<file path="config.mk">
export PLATFORM = sky130hd
export DESIGN_NAME = mem_stage_lsu
export DESIGN_NICKNAME = d
export VERILOG_FILES = /design/src/rtl/mem_pkg.sv /design/src/rtl/mem_load_align.sv /design/src/rtl/mem_stage_lsu.sv
export SDC_FILE = /design/constraint.sdc
export NUM_CORES = 1
export LEC_CHECK = 0
export BUFFER_PORTS_ARGS = -buffer_cell sky130_fd_sc_hd__buf_2
export CAP_MARGIN = 20
export CORE_MARGIN = 8
export CORE_UTILIZATION = 40
export CTS_CLUSTER_DIAMETER = 150
export CTS_CLUSTER_SIZE = 14
export DETAILED_ROUTE_END_ITERATION = 16
export PLACE_DENSITY = 0.66
export SYNTH_ARGS = -nofsm -noshare
export SYNTH_HDL_FRONTEND = slang
export SYNTH_SLANG_ARGS = --single-unit
export TNS_END_PERCENT = 100
</file>
<file path="constraint.sdc">
create_clock -name clk -period 2.28 [get_ports clk]
set_clock_uncertainty 0.15 [all_clocks]
set_input_delay 0.228 -clock clk [delete_from_list [all_inputs] [get_ports clk]]
set_output_delay 0.228 -clock clk [all_outputs]
set_load 0.02 [all_outputs]
</file>
<file path="src/rtl/mem_pkg.sv">
// Shared types for the MEM-stage load/store unit: access-width codes, FSM states
// and the store byte-lane payload formatter.
package mem_pkg;

  localparam int unsigned DATA_W = 32;
  localparam int unsigned BE_W   = 4;

  typedef enum logic [2:0] {
    dm_word              = 3'd0,
    dm_halfword          = 3'd1,
    dm_halfword_unsigned = 3'd2,
    dm_byte              = 3'd3,
    dm_byte_unsigned     = 3'd4
  } dm_type_t;

  typedef enum logic [1:0] {
    IDLE = 2'd0,
    BUSY = 2'd1,
    DONE = 2'd2
  } state_t;

  typedef struct packed {
    logic [BE_W-1:0]   be;
    logic [DATA_W-1:0] wdata;
  } store_lanes_t;

  // Byte enables and lane-replicated data for a store; unknown codes act as word.
  function automatic store_lanes_t store_format(input dm_type_t dm, input logic [1:0] off,
                                                input logic [DATA_W-1:0] data);
    store_lanes_t s;
    case (dm)
      dm_byte, dm_byte_unsigned: begin
        s.be    = 4'b0001 << off;
        s.wdata = {4{data[7:0]}};
      end
      dm_halfword, dm_halfword_unsigned: begin
        s.be    = off[1] ? 4'b1100 : 4'b0011;
        s.wdata = {2{data[15:0]}};
      end
      default: begin
        s.be    = 4'b1111;
        s.wdata = data;
      end
    endcase
    return s;
  endfunction

  function automatic logic is_misaligned(input dm_type_t dm, input logic [1:0] off);
    case (dm)
      dm_byte, dm_byte_unsigned:         return 1'b0;
      dm_halfword, dm_halfword_unsigned: return off[0];
      default:                           return off != 2'b00;
    endcase
  endfunction

endpackage

</file>
<file path="src/rtl/mem_load_align.sv">
// Combinational load formatter: picks the addressed byte/half out of the read
// word and sign- or zero-extends it; unknown codes pass the full word through.
module mem_load_align
  import mem_pkg::*;
(
  input  logic [DATA_W-1:0] rdata,
  input  logic [1:0]        off,
  input  dm_type_t          dm,
  output logic [DATA_W-1:0] result_c
);

  logic [7:0]  byte_sel;
  logic [15:0] half_sel;

  always_comb begin
    byte_sel = rdata[7:0];
    case (off)
      2'd1:    byte_sel = rdata[15:8];
      2'd2:    byte_sel = rdata[23:16];
      2'd3:    byte_sel = rdata[31:24];
      default: byte_sel = rdata[7:0];
    endcase
    half_sel = off[1] ? rdata[31:16] : rdata[15:0];

    case (dm)
      dm_byte:              result_c = {{24{byte_sel[7]}}, byte_sel};
      dm_byte_unsigned:     result_c = {24'd0, byte_sel};
      dm_halfword:          result_c = {{16{half_sel[15]}}, half_sel};
      dm_halfword_unsigned: result_c = {16'd0, half_sel};
      default:              result_c = rdata;
    endcase
  end

endmodule

</file>
<file path="src/rtl/mem_stage_lsu.sv">
// MEM-stage load/store unit: req/ack data-memory master with store lane
// formatting and aligned load write-back. Option macro: MEM_MISALIGN_TRAP_EN.
module mem_stage_lsu
  import mem_pkg::*;
#(
  parameter int unsigned ADDR_W = 32
) (
  input  logic              clk,
  input  logic              rst,
  input  logic [31:0]       EX_MEM_ALUout,
  input  logic [31:0]       EX_MEM_RD2,
  input  logic              EX_MEM_MemRead,
  input  logic              EX_MEM_MemWrite,
  input  logic [2:0]        EX_MEM_DMType,
  output logic [31:0]       MEM_Read_Data,
  output logic              mem_stall,
`ifdef MEM_MISALIGN_TRAP_EN
  output logic              mem_misalign,
`endif
  output logic              dmem_req,
  output logic              dmem_we,
  output logic [ADDR_W-1:0] dmem_addr,
  output logic [3:0]        dmem_be,
  output logic [31:0]       dmem_wdata,
  input  logic [31:0]       dmem_rdata,
  input  logic              dmem_ack
);

  state_t       state;
  logic [1:0]   off_q;
  dm_type_t     dm_q;
  dm_type_t     dm_in;
  logic         access;
  logic         trap_c;
  store_lanes_t lanes_c;
  logic [31:0]  load_c;

  assign dm_in     = dm_type_t'(EX_MEM_DMType);
  assign access    = EX_MEM_MemRead | EX_MEM_MemWrite;
  assign lanes_c   = store_format(dm_in, EX_MEM_ALUout[1:0], EX_MEM_RD2);
  assign mem_stall = ((state == IDLE) & access) | (state == BUSY);

`ifdef MEM_MISALIGN_TRAP_EN
  assign trap_c = is_misaligned(dm_in, EX_MEM_ALUout[1:0]);
`else
  assign trap_c = 1'b0;
`endif

  mem_load_align u_align (
    .rdata    (dmem_rdata),
    .off      (off_q),
    .dm       (dm_q),
    .result_c (load_c)
  );

  // Access sequencer; bus fields are latched in IDLE and held until ack.
  always_ff @(posedge clk) begin
    if (rst) begin
      state         <= IDLE;
      off_q         <= 2'd0;
      dm_q          <= dm_word;
      MEM_Read_Data <= 32'd0;
      dmem_req      <= 1'b0;
      dmem_we       <= 1'b0;
      dmem_addr     <= '0;
      dmem_be       <= 4'd0;
      dmem_wdata    <= 32'd0;
`ifdef MEM_MISALIGN_TRAP_EN
      mem_misalign  <= 1'b0;
`endif
    end else begin
      case (state)
        IDLE: begin
          if (access && trap_c) begin
`ifdef MEM_MISALIGN_TRAP_EN
            mem_misalign <= 1'b1;
`endif
            state <= DONE;
          end else if (access) begin
            dmem_req   <= 1'b1;
            dmem_we    <= ~EX_MEM_MemRead;
            dmem_addr  <= {EX_MEM_ALUout[ADDR_W-1:2], 2'b00};
            dmem_be    <= EX_MEM_MemRead ? 4'b1111 : lanes_c.be;
            dmem_wdata <= lanes_c.wdata;
            off_q      <= EX_MEM_ALUout[1:0];
            dm_q       <= dm_in;
            state      <= BUSY;
          end
        end
        BUSY: begin
          if (dmem_ack) begin
            dmem_req <= 1'b0;
            if (!dmem_we) MEM_Read_Data <= load_c;
            state <= DONE;
          end
        end
        DONE: begin
`ifdef MEM_MISALIGN_TRAP_EN
          mem_misalign <= 1'b0;
`endif
          state <= IDLE;
        end
        default: state <= IDLE;
      endcase
    end
  end

endmodule

</file>
==> summary.md, run 1 <==
| Metric | Value |
|---|---|
| Final worst hold slack | `approximately 0.017 ns` |
| Clock latency on the worst-skew pair | `0.35 ns` |
| Setup crit start kind | `input port` |
| Global-route usage over all layers | `0.208` |
| Area of the core | `11500 um^2` |
| CTS tree | `done` |
| Number of synthesized flops with an enable pin | `0` |
| Setup fix buffers added after clock tree synthesis | `0` |
| Most common library cell in the layout ignoring fill and taps | `sky130_fd_sc_hd__buf_2` |
| Maximum number of pins on one net before global-route repair | `39` |
| Headroom to the max-slew limit | `0.381` |
| Pre-antenna DRT Iters | `4` |
| Root buf cell | `sky130_fd_sc_hd__clkbuf_16` |
| Number of cells on the worst reg-to-reg path | `5` |
| Portion of the post-synthesis area used by sequential elements | `0.451` |
| Starting Density | `0.412` |
| Initial detailed-routing violation count | `279` |
| Residual DRC count | `0` |
| Number of endpoints failing setup at the final stage | `0` |
| Count of state elements after synthesis | `107` |
| Number of distinct library cells after synthesis | `48` |
| Cells after DPL | `between 800 and 900` |
| PostCTS Resize Cnt | `0` |
| Vertical extent of the die | `125 um` |
| Leakage dissipation | `2.98 nW` |
| Fraction of registers with async set or reset after synthesis | `0` |
| Required @ worst endpoint | `between 2 and 2.5 ns` |
| Yosys synthesis warning count | `0` |
| Antenna violations before repair | `1` |
| Setup repair after global routing missed its margin | `no` |
| Post-Syn Area | `4750 um^2` |
| First-pass GRT wire length | `26600 um` |
| Number of cells on the worst hold path | `3` |
| Count of input and output buffers | `a little over 200` |
| HPWL after detailed placement | `about 12000 um` |
| Least-Margin Pin Slew | `approximately 0.92 ns` |
| Hold-fix buffer count after cts | `39` |
| Final Max Slew Viols | `0` |
| Slowest stage cell on the critical path | `sky130_fd_sc_hd__dlygate4sd3_1` |
| Average routed wire per standard cell | `18.1 um` |
| Cell area power density | `736 nW/um^2` |
| Kind of path behind the tightest hold check | `input port to flip-flop` |
| Die extent in x | `125 um` |
| Pre-CTS setup slack | `0.323 ns` |
| Clock sinks | `107` |
| Total via count after detailed routing | `4940` |
| Number of CTS-inserted buffers | `9` |
| Net total in the final layout | `roughly 900` |
| Max rail drop VDD | `501 uV` |
| Site Rows | `39` |
| Highest Clock Rate | `roughly 480 MHz` |
| Max FO, Critical Path | `16` |
| Grt total ovfl | `0` |
| Wire length after detailed routing | `between 15000 and 20000 um` |
| Crit Path Class | `input port to flip-flop` |
| Fraction of final layout cells sized beyond drive strength 1 | `0.333` |
| Slowest stage delay, CP | `0.53 ns` |
| Run status | `finished, final reports clean` |
| Tcrit/Tclk final | `0.922` |
| Buffers from clock root to sink, at most | `2` |
| Final critical path time including I/O delays and setup | `2.10 ns` |
| Clock input transition at the sequential cells of the worst setup and hold paths | `about 0.070 ns` |
| ANT nets after route | `0` |
| Leading register cell type out of synthesis | `sky130_fd_sc_hd__dfxtp_1` |
| Total Die Area | `approximately 16000 um^2` |
| Maximum level of the CTS H-tree | `3` |
| Via count of the first global-routing pass | `about 5100` |
| Area Growth Syn to Fin | `38.9%` |
| Most frequent cells in the layout | `203 x sky130_fd_sc_hd__buf_2, 114 x sky130_fd_sc_hd__nand2_1, 107 x sky130_fd_sc_hd__dfxtp_1` |
| Average footprint of a synthesized cell | `8.73 um^2` |
| Crit end category | `flip-flop` |
| Placement-stage cell area | `5940 um^2` |
| I/O pins | `207` |
| Max Cap Violations | `0` |
| Post-Syn Instances | `544` |
| Worst-path cell chain | `dlygate4sd3_1 > buf_2 > mux4_2 > a31o_1 > nor2_4 > buf_12 > a211oi_1` |
| Worst EP arrival | `2.17 ns` |
| Final cell count without fillers | `924` |
| Setup WS post-layout | `0.178 ns` |
| Global placement routability congestion | `0.866` |
| Final standard cell area without fillers | `6600 um^2` |
| Sum of negative setup slack | `0 ns` |
| Per-cell via count in the routed design | `5.35` |
| Number of hold violations in the final report | `0` |
[final timing paths]
check                             startpoint                              to  slack, ns
setup reg to reg       state[0]$_SDFFE_PP0P_  MEM_Read_Data[16]$_SDFFE_PP0P_       0.29
setup / recovery               dmem_rdata[7]  MEM_Read_Data[16]$_SDFFE_PP0P_       0.18
hold reg to reg   dmem_addr[14]$_SDFFE_PP0P_      dmem_addr[14]$_SDFFE_PP0P_       0.30
hold / removal              EX_MEM_ALUout[1]           off_q[1]$_SDFFE_PP0P_       0.02
[per-layer routing]
metal	global-route usage	routed length [um]	vias to the layer above
met5	0	0	-
met4	0.102	530	0
met3	0.0731	1570	42
met2	0.350	7840	226
met1	0.230	6820	2274
li1	-	-	2398
[Yosys cell counts, types with 2 or more instances]
cell type,number,area [um^2]
sky130_fd_sc_hd__a2111oi_0,3,26.3
sky130_fd_sc_hd__a211oi_1,30,225
sky130_fd_sc_hd__a211oi_2,10,125
sky130_fd_sc_hd__a21oi_1,52,260
sky130_fd_sc_hd__a221oi_1,11,96.3
sky130_fd_sc_hd__a311oi_1,4,35.0
sky130_fd_sc_hd__buf_1,4,15.0
sky130_fd_sc_hd__buf_2,8,40.0
sky130_fd_sc_hd__buf_4,2,15.0
sky130_fd_sc_hd__buf_6,2,22.5
sky130_fd_sc_hd__clkbuf_1,28,105
sky130_fd_sc_hd__dfxtp_1,107,2140
sky130_fd_sc_hd__inv_1,4,15.0
sky130_fd_sc_hd__mux2i_1,21,210
sky130_fd_sc_hd__mux4_1,3,78.8
sky130_fd_sc_hd__mux4_2,5,113
sky130_fd_sc_hd__nand2_1,114,428
sky130_fd_sc_hd__nor2_1,69,259
sky130_fd_sc_hd__nor2b_1,2,12.5
sky130_fd_sc_hd__nor3_1,4,20.0
sky130_fd_sc_hd__nor3b_1,2,15.0
sky130_fd_sc_hd__nor4_1,2,12.5
sky130_fd_sc_hd__o21ai_0,9,45.0
sky130_fd_sc_hd__o221ai_1,8,70.1
sky130_fd_sc_hd__o22a_1,8,70.1
sky130_fd_sc_hd__o2bb2ai_1,8,70.1
sky130_fd_sc_hd__or3_1,2,12.5
sky130_fd_sc_hd__xnor2_1,2,17.5
[logic make-up after synthesis]
group | count (synthesis) | synth area share
adders and majority gates | 1 | 0.00211
and+or+nand+nor | 201 | 0.171
AOI/OAI and AO/OA | 152 | 0.233
buffers and inverters | 49 | 0.0490
muxes | 29 | 0.0846
DFF | 107 | 0.451
other | 1 | 0.000790
xor gates and xnor gates | 4 | 0.00896
[metrics by stage]
stage	util	power, mW
CTS	0.573	4.89
detailed placement	0.516	3.39
global route	0.573	5.07
finish	0.573	4.85
floorplan	-	2.92
global placement	0.516	3.36
[where the power goes]
group,internal [mW],switching (mW)
Sequential,2.04,0.0997
Combinational,0.494,0.774
Clock,0.765,0.680
Total,3.30,1.55
[state kept, by name, summed over array words and instances (netlist names)]
| signal | count |
|---|---|
| MEM_Read_Data | 32 |
| dmem_wdata | 32 |
| dmem_addr | 30 |
| dmem_be | 4 |
| dm_q | 3 |
| off_q | 2 |
| state | 2 |
| dmem_req | 1 |
| dmem_we | 1 |
[layout make-up]
cell class                      count  area, um^2
Inverter                            4        15.0
Multi-Input combinational cell    389        2390
Clock inverter                      2        12.5
Sequential cell                   107        2140
Tap cell                          143         179
Antenna cell                        1        2.50
Clock buffer                       13         250
Fill cell                        1041        4920
Timing Repair Buffer              265        1600
[critical path: cells and delay by family]
kind / cells / cell delay [ns]
simple gates: 1 / 0.17
compound gates: 2 / 0.44
mux: 1 / 0.48
buf+inv: 3 / 0.84
No activity file was read; power rests on OpenSTA's default activity.
==> run 2, diff against run 1 <==
--- a/config.mk
+++ b/config.mk
@@ -7,6 +7,7 @@
 export LEC_CHECK = 0
 export BUFFER_PORTS_ARGS = -buffer_cell sky130_fd_sc_hd__buf_2
 export CAP_MARGIN = 20
+export CORE_ASPECT_RATIO = 0.5
 export CORE_MARGIN = 8
 export CORE_UTILIZATION = 40
 export CTS_CLUSTER_DIAMETER = 150
==> summary.md, run 2 (synthesis gave the netlist of run 1 again) <==
| Metric | Value |
|---|---|
| Run status | `finished, final reports clean` |
| Maximum number of pins on one net before global-route repair | `36` |
| ANT nets after route | `0` |
| Max rail drop VDD | `slightly above 400 uV` |
| Area of the core | `11700 um^2` |
| Total Die Area | `15800 um^2` |
| Fill cell instance count of the final layout | `1097` |
| HPWL after detailed placement | `11800 um` |
| Worst EP arrival | `2.20 ns` |
| Slowest stage delay, CP | `0.54 ns` |
| Final Max Slew Viols | `0` |
| Max FO, Critical Path | `16` |
| Headroom to the max-slew limit | `0.374` |
| Pre-CTS setup slack | `0.289 ns` |
| Worst-path cell chain | `dlygate4sd3_1 > buf_2 > mux4_2 > a31o_1 > nor2_4 > a211oi_1` |
| Buffers from clock root to sink, at most | `2` |
| CTS tree | `done` |
| Via count of the first global-routing pass | `4769` |
| Die extent in x | `170 um` |
| Clock sinks | `107` |
| Site Rows | `28` |
| Slowest stage cell on the critical path | `sky130_fd_sc_hd__dlygate4sd3_1` |
| PostCTS Resize Cnt | `0` |
| Number of endpoints failing setup at the final stage | `0` |
| Number of buffer and inverter stages on the critical path | `2` |
| Area occupied by multi-input gates | `2390 um^2` |
| Switching part of the total | `0.326` |
| Crit end category | `flip-flop` |
| Required @ worst endpoint | `2.33 ns` |
| Leakage dissipation | `between 2 and 3 nW` |
| Setup WS post-layout | `0.131 ns` |
| Logic pwr share | `0.256` |
| Most frequent cells in the layout | `203 x sky130_fd_sc_hd__buf_2, 114 x sky130_fd_sc_hd__nand2_1, 107 x sky130_fd_sc_hd__dfxtp_1` |
| Pre-antenna DRT Iters | `4` |
| Sum of negative setup slack | `0 ns` |
| Net switching power | `1.58 mW` |
| Maximum level of the CTS H-tree | `3` |
| Average routed wire per standard cell | `between 15 and 20 um` |
| Proportion of power drawn by flip-flops and latches | `0.440` |
| Least-Margin Pin Slew | `0.931 ns` |
| Antenna violations before repair | `1` |
| Setup fix buffers added after clock tree synthesis | `0` |
| First-pass GRT wire length | `25200 um` |
| Total via count after detailed routing | `slightly below 5000` |
| Hold-fix buffer count after cts | `39` |
| Kind of path behind the tightest hold check | `input port to flip-flop` |
| Initial detailed-routing violation count | `312` |
| Wire length after detailed routing | `16000 um` |
| Diode insertion count for antenna repair | `0` |
| Global placement routability congestion | `0.867` |
| Final critical path time including I/O delays and setup | `about 2.1 ns` |
| Highest Clock Rate | `approximately 470 MHz` |
| Cell area power density | `735 nW/um^2` |
| Per-cell via count in the routed design | `5.18` |
| Max Cap Violations | `0` |
| Grt total ovfl | `0` |
| Largest registers in the final layout | `MEM_Read_Data (32), dmem_wdata (32), dmem_addr (30)` |
| Tcrit/Tclk final | `0.943` |
| Starting Density | `0.406` |
| Largest delay share family, worst path | `buffers and inverters` |
| Global-route usage over all layers | `0.196` |
| Residual DRC count | `0` |
| Number of hold violations in the final report | `0` |
| Crit Path Class | `input port to flip-flop` |
| Setup repair after global routing missed its margin | `no` |
| Clock input transition at the sequential cells of the worst setup and hold paths | `0.07 ns` |
| Net total in the final layout | `about 880` |
| Number of CTS-inserted buffers | `9` |
| Fraction of final layout cells sized beyond drive strength 1 | `0.337` |
| I/O pins | `207` |
| Root buf cell | `sky130_fd_sc_hd__clkbuf_16` |
| Portion of total power attributed to the clock network | `0.304` |
| Setup crit start kind | `input port` |
| Clock latency on the worst-skew pair | `0.34 ns` |
| Internal power summed over all cells | `3.27 mW` |
| Most common library cell in the layout ignoring fill and taps | `sky130_fd_sc_hd__buf_2` |
| Count of input and output buffers | `204` |
| Sequential cell area | `2140 um^2` |
| Area Growth Syn to Fin | `39.1%` |
| Vertical extent of the die | `93.0 um` |
[run 2: worst paths after layout]
| check | endpoint | startpoint | cells after the start | slack, ns |
|---|---|---|---|---|
| worst max-delay path | MEM_Read_Data[17]$_SDFFE_PP0P_ | dmem_rdata[7] | 6 | 0.13 |
| worst min register to register | dmem_addr[29]$_SDFFE_PP0P_ | dmem_addr[29]$_SDFFE_PP0P_ | 2 | 0.30 |
| worst min-delay path | off_q[1]$_SDFFE_PP0P_ | EX_MEM_ALUout[1] | 3 | 0.02 |
| worst max register to register | MEM_Read_Data[17]$_SDFFE_PP0P_ | off_q[1]$_SDFFE_PP0P_ | 4 | 0.30 |
[run 2: area by class of cell]
cell class | count | area share
clock buffers | 9 | 0.0341
multi-input cells | 389 | 0.362
clock inverters | 7 | 0.00814
inverters | 4 | 0.00227
repair buffers | 264 | 0.238
flip-flops and latches | 107 | 0.324
well taps | 165 | 0.0312
[run 2: routing by layer]
metal | track usage | share of wire
met2 | 0.334 | 0.47
met3 | 0.0580 | 0.085
met1 | 0.235 | 0.42
met5 | 0 | 0.00050
met4 | 0.0689 | 0.023
[run 2: power groups by stage]
stage	clock network [mW]	logic (mW)	registers, mW
floorplan	0	0.561	2.36
global placement	0	1.18	2.17
detailed placement	0	1.19	2.18
CTS	1.52	1.25	2.14
global route	1.59	1.36	2.16
finish	1.47	1.24	2.14
[run 2: tightest hold or removal path, cell delays in order]
cell	delay [ns]
sky130_fd_sc_hd__buf_2	0.12
sky130_fd_sc_hd__nand2_1	0.06
sky130_fd_sc_hd__a21oi_1	0.05
[run 2: per-stage QoR]
stage | hold WS [ns] | instances | total power, mW | utilization | cell area, um^2
4_1_cts | 0.00687 | 945 | 4.90 | 0.565 | 6610
5_1_grt | 0.00738 | 945 | 5.11 | 0.565 | 6610
2_1_floorplan | 0.214 | 545 | 2.92 | - | 4750
6_report | 0.0203 | 945 | 4.86 | 0.565 | 6610
3_3_place_gp | 0.288 | 890 | 3.36 | 0.507 | 5940
3_5_place_dp | 0.294 | 890 | 3.37 | 0.507 | 5940
==> run 3, diff against run 2 <==
--- a/config.mk
+++ b/config.mk
@@ -9,11 +9,12 @@
 export CAP_MARGIN = 20
 export CORE_ASPECT_RATIO = 0.5
 export CORE_MARGIN = 8
-export CORE_UTILIZATION = 40
+export CORE_UTILIZATION = 48
 export CTS_CLUSTER_DIAMETER = 150
 export CTS_CLUSTER_SIZE = 14
 export DETAILED_ROUTE_END_ITERATION = 16
-export PLACE_DENSITY = 0.66
+export GPL_TIMING_DRIVEN = 0
+export PLACE_DENSITY = 0.78
 export SYNTH_ARGS = -nofsm -noshare
 export SYNTH_HDL_FRONTEND = slang
 export SYNTH_SLANG_ARGS = --single-unit
==> summary.md, run 3 (synthesis gave the netlist of run 1 again) <==
| Metric | Value |
|---|---|
| Run status | `finished, final reports clean` |
| Fraction of final layout cells sized beyond drive strength 1 | `0.314` |
| Global-route usage over all layers | `0.244` |
| Crit Path Class | `flip-flop to flip-flop` |
| Final Max Slew Viols | `0` |
| Number of buffer and inverter stages on the critical path | `3` |
| Final Power | `5.01 mW` |
| Number of endpoints failing setup at the final stage | `0` |
| Tcrit/Tclk final | `0.942` |
| Pre-antenna DRT Iters | `5` |
| Grt total ovfl | `0` |
| Area Growth Syn to Fin | `39.8%` |
| Residual DRC count | `0` |
| Per-cell via count in the routed design | `5.44` |
| Top cell by count, worst path | `sky130_fd_sc_hd__buf_6` |
| Crit end category | `flip-flop` |
| Total Die Area | `13500 um^2` |
| Vertical extent of the die | `86.3 um` |
| Cell area power density | `about 760 nW/um^2` |
| Highest Clock Rate | `466 MHz` |
| Most frequent cells in the layout | `212 x sky130_fd_sc_hd__buf_2, 114 x sky130_fd_sc_hd__nand2_1, 107 x sky130_fd_sc_hd__dfxtp_1` |
| Number of CTS-inserted buffers | `9` |
| Maximum level of the CTS H-tree | `3` |
| ANT nets after route | `0` |
| HPWL after detailed placement | `12400 um` |
| Area of the core | `9540 um^2` |
| Starting Density | `0.498` |
| Max Cap Violations | `0` |
| Largest registers in the final layout | `MEM_Read_Data (32), dmem_wdata (32), dmem_addr (30)` |
| Antenna violations before repair | `0` |
| Least-Margin Pin Slew | `just over 0.9 ns` |
| Kind of path behind the tightest hold check | `input port to flip-flop` |
| First-pass GRT wire length | `26200 um` |
| CTS tree | `done` |
| Via count of the first global-routing pass | `5093` |
| Largest delay share family, worst path | `multiplexers` |
| Buffers from clock root to sink, at most | `2` |
| Setup repair after global routing missed its margin | `no` |
| Most common library cell in the layout ignoring fill and taps | `sky130_fd_sc_hd__buf_2` |
| Required @ worst endpoint | `2.34 ns` |
| Headroom to the max-slew limit | `0.377` |
| Slowest stage cell on the critical path | `sky130_fd_sc_hd__mux4_2` |
| Worst-path cell chain | `buf_6 > mux4_2 > a31o_1 > buf_6 > nor2_4 > buf_12 > a211oi_2` |
| Count of input and output buffers | `203` |
| Die extent in x | `157 um` |
| Slowest stage delay, CP | `0.53 ns` |
| Average routed wire per standard cell | `18.1 um` |
| Total via count after detailed routing | `just over 5000` |
| Clock sinks | `107` |
| Final critical path time including I/O delays and setup | `about 2.1 ns` |
| Setup crit start kind | `flip-flop` |
| Clock latency on the worst-skew pair | `approximately 0.35 ns` |
| I/O pins | `207` |
| Maximum number of pins on one net before global-route repair | `17` |
| Global placement routability congestion | `0.874` |
| Net total in the final layout | `901` |
| Max FO, Critical Path | `10` |
| Wire length after detailed routing | `17000 um` |
| Clock input transition at the sequential cells of the worst setup and hold paths | `0.07 ns` |
| Number of hold violations in the final report | `0` |
| Worst EP arrival | `roughly 2.2 ns` |
| Site Rows | `25` |
| Max rail drop VDD | `404 uV` |
| Root buf cell | `sky130_fd_sc_hd__clkbuf_16` |
| Final worst hold slack | `0.00407 ns` |
| Leakage dissipation | `2.99 nW` |
| Initial detailed-routing violation count | `273` |
## run 3: cell types whose count changed in the layout (fill, tap and decap cells not counted), sizes merged
| cell | before | now |
|---|---|---|
| bufinv | 0 | 1 |
| inv | 5 | 4 |
| clkinvlp | 2 | 0 |
| dlygate4sd3 | 39 | 37 |
| clkbuf | 9 | 40 |
| diode | 0 | 1 |
| clkinv | 4 | 3 |
| buf | 225 | 221 |
## run 3: worst paths after layout
check | start | endpoint | slack, ns | cells after the start
hold / removal | EX_MEM_ALUout[0] | off_q[0]$_SDFFE_PP0P_ | 0.004 | 3
setup reg to reg | off_q[1]$_SDFFE_PP0P_ | MEM_Read_Data[27]$_SDFFE_PP0P_ | 0.13 | 7
hold reg to reg | dmem_addr[29]$_SDFFE_PP0P_ | dmem_addr[29]$_SDFFE_PP0P_ | 0.30 | 2
setup / recovery | off_q[1]$_SDFFE_PP0P_ | MEM_Read_Data[27]$_SDFFE_PP0P_ | 0.13 | 7
## run 3: timing repair
item	CTS	global route
resized for setup	1	1
hold buffers	37	0
buffers inserted	0	0
hold endpoints to repair	37	0
endpoints found under the setup margin	8	7
## run 3: cell type report
type / instances / area (um^2)
antenna: 1 / 2.50
sequential: 107 / 2140
timing repair buffer: 241 / 1390
inverter: 4 / 15.0
clock buffer: 12 / 256
buffer: 45 / 218
multi-input combinational: 389 / 2390
clock inverter: 4 / 48.8
tap: 135 / 169
fill: 772 / 2900
## run 3: per-stage QoR
step | utilization | area [um^2] | std cells | setup WS [ns] | setup TNS [ns]
after floorplan | - | 4750 | 545 | 0.329 | 0
after global placement | 0.622 | 5940 | 883 | -0.153 | -1.20
after detailed placement | 0.623 | 5940 | 884 | -0.0937 | -0.706
after CTS | 0.694 | 6620 | 937 | 0.123 | 0
after global routing | 0.695 | 6630 | 937 | 0.0201 | 0
final | 0.696 | 6640 | 938 | 0.133 | 0
## run 3: worst min-delay path, stage by stage
cell and delay (ns):
sky130_fd_sc_hd__buf_2 0.12, sky130_fd_sc_hd__nand2_1 0.05, sky130_fd_sc_hd__a21oi_1 0.05
## run 3: metal layers
layer,vias to the layer above,GRT usage,share of wire
met3,27,0.0824,0.10
met2,238,0.421,0.48
met4,0,0.0840,0.018
li1,2446,-,-
met1,2391,0.279,0.40
met5,-,0,0
## run 3: power by group
| group | leakage, nW | switching [mW] | total (mW) | internal [mW] |
|---|---|---|---|---|
| sequential | 0.882 | 0.0902 | 2.13 | 2.04 |
| combinational | 1.95 | 0.803 | 1.28 | 0.482 |
| clock | 0.153 | 0.689 | 1.60 | 0.911 |
| total | 2.99 | 1.58 | 5.01 | 3.43 |
